## config.mk

```make
export PLATFORM = sky130hd
export DESIGN_NAME = uart_tx_arbiter_flat
export DESIGN_NICKNAME = d
export VERILOG_FILES = /design/src/rtl/uart_tx_arbiter_if.sv /design/src/rtl/uart_tx_arbiter.sv /design/src/flat_wrapper.sv
export SDC_FILE = /design/constraint.sdc
export NUM_CORES = 1
export LEC_CHECK = 0
export BUFFER_PORTS_ARGS = -buffer_cell sky130_fd_sc_hd__buf_4
export CORE_MARGIN = 1
export CORE_UTILIZATION = 50
export CTS_BUF_LIST = sky130_fd_sc_hd__clkbuf_4 sky130_fd_sc_hd__clkbuf_8
export DETAILED_ROUTE_END_ITERATION = 16
export PLACE_DENSITY = 0.86
export SYNTH_ARGS = -nofsm -noshare
export SYNTH_HDL_FRONTEND = slang
export SYNTH_SLANG_ARGS = --single-unit
```

## constraint.sdc

```tcl
create_clock -name S_AXI_ACLK -period 5.89 [get_ports S_AXI_ACLK]
set_input_delay 0.589 -clock S_AXI_ACLK [delete_from_list [all_inputs] [get_ports S_AXI_ACLK]]
set_output_delay 0.589 -clock S_AXI_ACLK [all_outputs]
set_load 0.05 [all_outputs]
```

## src/rtl/uart_tx_arbiter_if.sv

```systemverilog
// uart_tx_arbiter_if
//   Bundles the requester-side and TX-core-side handshake of the UART TX
//   arbiter. Signal names match the arbiter's historical flat port names.
//   slave  : the arbiter (consumes requests and TX ready; drives everything else)
//   master : the environment (requesters + TX core)
//   i_req_valid/i_req_data/i_req_last : per-requester byte stream, requester k
//                                       data at [k*P_DATA_WIDTH +: P_DATA_WIDTH]
//   o_req_ready                       : per-requester ready
//   o_tx_valid/o_tx_data/i_tx_ready   : byte handshake to the UART TX core
//   o_grant/o_busy/o_timeout          : status
interface uart_tx_arbiter_if #(
  parameter int P_NUM_REQ    = 3,
  parameter int P_DATA_WIDTH = 8
);
  logic [P_NUM_REQ-1:0]              i_req_valid;
  logic [P_NUM_REQ*P_DATA_WIDTH-1:0] i_req_data;
  logic [P_NUM_REQ-1:0]              i_req_last;
  logic [P_NUM_REQ-1:0]              o_req_ready;
  logic                              o_tx_valid;
  logic [P_DATA_WIDTH-1:0]           o_tx_data;
  logic                              i_tx_ready;
  logic [P_NUM_REQ-1:0]              o_grant;
  logic                              o_busy;
  logic                              o_timeout;

  modport slave (
    input  i_req_valid, i_req_data, i_req_last, i_tx_ready,
    output o_req_ready, o_tx_valid, o_tx_data, o_grant, o_busy, o_timeout
  );

  modport master (
    output i_req_valid, i_req_data, i_req_last, i_tx_ready,
    input  o_req_ready, o_tx_valid, o_tx_data, o_grant, o_busy, o_timeout
  );
endinterface

```

## src/rtl/uart_tx_arbiter.sv

```systemverilog
// uart_tx_arbiter
//   Shares one UART TX byte stream between P_NUM_REQ byte sources using
//   round-robin arbitration with packet lock. Each grant ends on the last
//   byte of a packet, after P_BURST_MAX accepted bytes, or after
//   P_IDLE_TIMEOUT cycles with the grantee's valid low. Bytes reach the TX
//   core through a one-entry registered output stage.
//   S_AXI_ACLK    : clock
//   S_AXI_ARESETN : asynchronous active-low reset
//   bus           : requester / TX-core handshake and status (slave modport)
module uart_tx_arbiter #(
  parameter int P_NUM_REQ      = 3,
  parameter int P_DATA_WIDTH   = 8,
  parameter int P_BURST_MAX    = 4,
  parameter int P_IDLE_TIMEOUT = 16
) (
  input  logic               S_AXI_ACLK,
  input  logic               S_AXI_ARESETN,
  uart_tx_arbiter_if.slave   bus
);

  localparam int          W_IDX  = (P_NUM_REQ > 1) ? $clog2(P_NUM_REQ) : 1;
  localparam int unsigned NREQ_U = P_NUM_REQ;

  typedef enum logic {ST_IDLE, ST_GRANT} state_t;

  state_t                  state;
  logic [W_IDX-1:0]        rr_ptr;
  logic [P_NUM_REQ-1:0]    grant;
  logic [7:0]              burst_cnt;
  logic [7:0]              idle_cnt;
  logic                    tx_valid;
  logic [P_DATA_WIDTH-1:0] tx_data;
  logic                    timeout;

  logic                    pick_found;
  logic [W_IDX-1:0]        pick_idx;
  logic [W_IDX-1:0]        cand_idx;
  int unsigned             cand;

  logic                    out_free;
  logic                    g_valid;
  logic                    g_last;
  logic [P_DATA_WIDTH-1:0] g_data;
  logic                    accept;
  logic                    burst_done;

  // Round-robin search starting just above the last grantee.
  always_comb begin
    pick_found = 1'b0;
    pick_idx   = rr_ptr;
    cand       = 0;
    cand_idx   = '0;
    for (int unsigned i = 1; i <= NREQ_U; i++) begin
      cand     = (32'(rr_ptr) + i) % NREQ_U;
      cand_idx = W_IDX'(cand);
      if (!pick_found && bus.i_req_valid[cand_idx]) begin
        pick_found = 1'b1;
        pick_idx   = cand_idx;
      end
    end
  end

  // rr_ptr always holds the current grantee while in GRANT.
  assign out_free   = ~tx_valid | bus.i_tx_ready;
  assign g_valid    = bus.i_req_valid[rr_ptr];
  assign g_last     = bus.i_req_last[rr_ptr];
  assign g_data     = bus.i_req_data[rr_ptr*P_DATA_WIDTH +: P_DATA_WIDTH];
  assign accept     = (state == ST_GRANT) && g_valid && out_free;
  assign burst_done = (burst_cnt + 8'd1) == 8'(P_BURST_MAX);

  always_ff @(posedge S_AXI_ACLK or negedge S_AXI_ARESETN) begin
    if (!S_AXI_ARESETN) begin
      state     <= ST_IDLE;
      rr_ptr    <= W_IDX'(P_NUM_REQ - 1);
      grant     <= '0;
      burst_cnt <= '0;
      idle_cnt  <= '0;
      tx_valid  <= 1'b0;
      tx_data   <= '0;
      timeout   <= 1'b0;
    end else begin
      timeout <= 1'b0;

      // A new accept reloads the stage on the same edge a pending byte leaves.
      if (accept) begin
        tx_valid <= 1'b1;
        tx_data  <= g_data;
      end else if (bus.i_tx_ready) begin
        tx_valid <= 1'b0;
      end

      case (state)
        ST_IDLE: begin
          if (pick_found) begin
            state  <= ST_GRANT;
            rr_ptr <= pick_idx;
            grant  <= {{(P_NUM_REQ-1){1'b0}}, 1'b1} << pick_idx;
          end
        end
        ST_GRANT: begin
          if (accept) begin
            idle_cnt <= '0;
            if (g_last || burst_done) begin
              state     <= ST_IDLE;
              grant     <= '0;
              burst_cnt <= '0;
            end else begin
              burst_cnt <= burst_cnt + 8'd1;
            end
          end else if (!g_valid) begin
            // Count only cycles the grantee has nothing to offer; a stalled
            // output stage with valid held high does not age the grant.
            if (idle_cnt == 8'(P_IDLE_TIMEOUT - 1)) begin
              state     <= ST_IDLE;
              grant     <= '0;
              burst_cnt <= '0;
              idle_cnt  <= '0;
              timeout   <= 1'b1;
            end else begin
              idle_cnt <= idle_cnt + 8'd1;
            end
          end
        end
        default: state <= ST_IDLE;
      endcase
    end
  end

  assign bus.o_req_ready = ((state == ST_GRANT) && out_free) ? grant : '0;
  assign bus.o_tx_valid  = tx_valid;
  assign bus.o_tx_data   = tx_data;
  assign bus.o_grant     = grant;
  assign bus.o_busy      = (state == ST_GRANT) || tx_valid;
  assign bus.o_timeout   = timeout;

endmodule

```

## src/flat_wrapper.sv

```systemverilog
// flat-port wrapper written by rule: the top's interface ports become plain ports
module uart_tx_arbiter_flat 
#(
  parameter int P_NUM_REQ      = 3,
  parameter int P_DATA_WIDTH   = 8,
  parameter int P_BURST_MAX    = 4,
  parameter int P_IDLE_TIMEOUT = 16
)
  (S_AXI_ACLK, S_AXI_ARESETN, bus_i_req_valid, bus_i_req_data, bus_i_req_last, bus_i_tx_ready, bus_o_req_ready, bus_o_tx_valid, bus_o_tx_data, bus_o_grant, bus_o_busy, bus_o_timeout);
  uart_tx_arbiter_if #(.P_NUM_REQ(P_NUM_REQ), .P_DATA_WIDTH(P_DATA_WIDTH)) bus_i ();
  input  logic S_AXI_ACLK;
  input  logic S_AXI_ARESETN;
  input wire logic [$bits(bus_i.i_req_valid)-1:0] bus_i_req_valid;
  input wire logic [$bits(bus_i.i_req_data)-1:0] bus_i_req_data;
  input wire logic [$bits(bus_i.i_req_last)-1:0] bus_i_req_last;
  input wire logic [$bits(bus_i.i_tx_ready)-1:0] bus_i_tx_ready;
  output wire logic [$bits(bus_i.o_req_ready)-1:0] bus_o_req_ready;
  output wire logic [$bits(bus_i.o_tx_valid)-1:0] bus_o_tx_valid;
  output wire logic [$bits(bus_i.o_tx_data)-1:0] bus_o_tx_data;
  output wire logic [$bits(bus_i.o_grant)-1:0] bus_o_grant;
  output wire logic [$bits(bus_i.o_busy)-1:0] bus_o_busy;
  output wire logic [$bits(bus_i.o_timeout)-1:0] bus_o_timeout;
  assign bus_i.i_req_valid = bus_i_req_valid;
  assign bus_i.i_req_data = bus_i_req_data;
  assign bus_i.i_req_last = bus_i_req_last;
  assign bus_i.i_tx_ready = bus_i_tx_ready;
  assign bus_o_req_ready = bus_i.o_req_ready;
  assign bus_o_tx_valid = bus_i.o_tx_valid;
  assign bus_o_tx_data = bus_i.o_tx_data;
  assign bus_o_grant = bus_i.o_grant;
  assign bus_o_busy = bus_i.o_busy;
  assign bus_o_timeout = bus_i.o_timeout;
  uart_tx_arbiter #(.P_NUM_REQ(P_NUM_REQ), .P_DATA_WIDTH(P_DATA_WIDTH), .P_BURST_MAX(P_BURST_MAX), .P_IDLE_TIMEOUT(P_IDLE_TIMEOUT)) u_core (.S_AXI_ACLK(S_AXI_ACLK), .S_AXI_ARESETN(S_AXI_ARESETN), .bus(bus_i));
endmodule
```

==> impl_metrics.toml <==
[status]
outcome = "complete, no violations"

[grt]
antenna_found_initial = 0
grt_usage_pct = 23.9
grt_pass1_vias = 1778
grt_first_pass_wirelength_um = 7870
grt-ovfl-total = 0
grt_max_degree = 33

[yosys]
ys_warn_count = 0
syn_nets = 273
synth_seq_cells = 32
synth_compound_area_share_pct = 21.2
synth-edff-count = 0
synth-async-reset-ratio_pct = 100
muxShareOfSynthArea_pct = 6.42
synthAdderAreaFrac_pct = 3.48
yosys.area_share.simple_pct = 23.0
ys_types = 53
yosysSeqAreaShare_pct = 38.5
synth_xor_area_share_pct = 2.94
synth.avg_cell_area_um2 = 8.87
synthCells = 235
synthesis.area_mm2 = 0.00208
synth_top_flop_cell = "dfrtp_1"
synth_top_family_by_area = "simple AND/OR/NAND/NOR gates"

[clock_network]
post_cts_buffers = 0
clock_latency_ns = 0.29
ctsResizeCount = 0
cts_buffer_depth = 2
clk_pin_slew_ns = 0.07
ctsHoldBuffers = 0
cts_root_buf = "clkbuf_8"
htree_levels = 2
cts_made_buffers = 5
clock-sinks = 32
cts_tree = "built"

[floorplanning]
die_y_um = 66.6
core_area_mm2 = 0.00400
num_rows = 23
die_w_um = 66.6
die-area_mm2 = 0.00443
io_pins = 50
start_util_pct = 52.1

[route]
avgViaCountPerCell = 5.72
drc = 0
antenna_left = 0
dr.pass1.iters = 4
drt_iter0_drc = 126
num_vias = 1872
wl_per_cell_um = 14.9
routed_wl_um = 4870

[sta]
max_freq_ghz = 0.365
finalCritPeriodShare_pct = 46.5
slew_violations = 0
setup-violations-final = 0
finClkSkew_ns = 0.00234
period_minus_slack_ns = 2.74
fin_ws_ns = 3.15
hold-worst-slack_ns = 0.223
finalHoldViolations = 0
tns_ns = 0
relSlewSlack_pct = 35.7
worstMarginPinSlew_ns = 0.961
rsz0062_at_grt = "false"

[cells_and_area]
fillCellCount = 332
syn_to_final_growth_pct = 22.6
seq_area_um2 = 802
drive_gt1_share_pct = 26.0
diodes = 0
final_nets = 314
multi_input_area_mm2 = 0.00119

[setup_path]
path_max_fanout = 16
cp-start-kind = "flop"
crit_required_ns = 6.07
slowest_stage = "dfstp_2"
cp-end-kind = "flop"
cpPeakStageDelay_ns = 0.78
arrival_ns = 2.92
critical_path_class = "reg -> reg"
crit_chain = "inv_1 > ha_1 > maj3_1 > o2bb2ai_1 > nor3_2 > o22ai_1 > a22o_1"

[pwr]
cellLeakagePower_nw = 1.20
vdd_drop_max_mv = 0.357
cellPowerDensity_mw_per_mm2 = 526

[placement]
dpl.hpwl_um = 3560
portBuffers = 49
place.gp.congestion = 0.831
pre_cts_slack_ns = 3.20

[job]
maxCapViolCount = 0

[hold_path]
hold_path.class = "in -> async"
==> placed cells by master, fill, tap and decap left out, types with 2 or more instances in the layout <==
| cell type | count |
|---|---|
| nand3b_1 | 2 |
| nor4bb_1 | 2 |
| nor2_1 | 25 |
| buf_4 | 49 |
| mux2_2 | 3 |
| nand2b_1 | 5 |
| a21oi_1 | 15 |
| nor2b_1 | 4 |
| nand2_1 | 18 |
| o2bb2ai_1 | 4 |
| ha_1 | 5 |
| or4bb_1 | 2 |
| a221oi_1 | 2 |
| and3_1 | 9 |
| xnor2_1 | 6 |
| nor3_1 | 2 |
| o22ai_1 | 2 |
| a21o_1 | 3 |
| a22o_1 | 4 |
| nand3_1 | 10 |
| a31oi_1 | 5 |
| inv_1 | 6 |
| o21ai_0 | 14 |
| clkbuf_8 | 5 |
| or2_2 | 3 |
| o21ai_1 | 5 |
| dfrtp_1 | 31 |
| mux2i_1 | 10 |
==> cell families after synthesis <==
logic type,Yosys count
compound gates,66
xor+xnor,7
fa+ha+maj,6
buf+inv,21
flops,32
mux,13
simple gates,90
==> final timing paths <==
kind / start / end / slack (ns) / cells after the start
setup reg to reg: u_core.rr_ptr[1] / u_core.bus.o_grant[2] / 3.15 / 7
min in group S_AXI_ACLK: u_core.bus.o_tx_data[5] / u_core.bus.o_tx_data[5] / 0.49 / 2
hold reg to reg: u_core.bus.o_tx_data[5] / u_core.bus.o_tx_data[5] / 0.49 / 2
hold / removal: S_AXI_ARESETN / u_core.bus.o_tx_data[0] / 0.22 / 1
setup / recovery: u_core.rr_ptr[1] / u_core.bus.o_grant[2] / 3.15 / 7
max in group asynchronous: S_AXI_ARESETN / u_core.rr_ptr[1] / 5.34 / 1
==> stage by stage <==
step,instances,total power [mW],util [%],cell area (um^2)
2_1_floorplan,235,0.951,-,2080
3_3_place_gp,319,1.10,61.1,2440
3_5_place_dp,319,1.13,61.1,2440
4_1_cts,327,1.34,63.9,2560
5_1_grt,327,1.44,63.9,2560
6_report,327,1.34,63.9,2560
==> layer usage <==
metal	global-route usage [%]	up-vias	wire length, um
met3	7.36	4	220
met1	30.5	900	2220
met5	0	-	0
met2	37.8	39	2380
li1	-	929	-
met4	8.51	0	51
==> state kept, by name, indices dropped and copies added (netlist names) <==
register	flops
u_core.rr_ptr	2
u_core.idle_cnt	8
u_core.bus.o_tx_data	8
u_core.bus.o_grant	3
u_core.bus.o_timeout	1
u_core.state	1
u_core.bus.o_tx_valid	1
u_core.burst_cnt	8
==> synthesized netlist by cell type (2+ instances only) <==
cell type	instances	area share, %
nor4bb_1	2	0.96
o2bb2ai_1	4	1.7
or4bb_1	2	1.1
a31oi_1	5	1.5
a221oi_1	2	0.84
nor2b_1	4	1.2
nand3_1	10	2.4
nand2b_1	5	1.5
ha_1	5	3.0
nand3b_1	2	0.72
nor2_1	25	4.5
o21ai_1	5	1.2
a21oi_1	15	3.6
a21o_1	3	1.1
nand2_1	18	3.2
mux2i_1	10	4.8
buf_2	2	0.48
dfrtp_1	31	37
o22ai_1	2	0.60
and3_1	9	2.7
nor3_1	2	0.48
mux2_2	3	1.6
o21ai_0	14	3.4
a22o_1	4	1.7
xnor2_1	6	2.5
or2_2	3	0.90
clkbuf_1	11	2.0
inv_1	6	1.1
==> power breakdown <==
group	switching, mW	leakage (nW)	total, mW	internal [mW]
logic	0.478	0.732	0.753	0.275
clock network	0.0862	0.0541	0.211	0.125
registers	0.0909	0.418	0.380	0.289
total	0.656	1.20	1.34	0.689
==> worst max-delay path: cells and delay by family (launching register included) <==
kind / cells / cell delay, ns
buf+inv: 1 / 0.10
flops: 1 / 0.78
fa+ha+maj: 2 / 0.75
simple gates: 1 / 0.37
compound gates: 3 / 0.62
==> final cells by class <==
cell class,instances,share of cell area (%)
flip-flops and latches,32,31.4
multi-input cells,182,46.5
clock inverters,3,1.66
clock buffers,5,2.69
repair buffers,49,14.4
inverters,6,0.881
well taps,50,2.45
No activity file was read; power rests on OpenSTA's default activity.
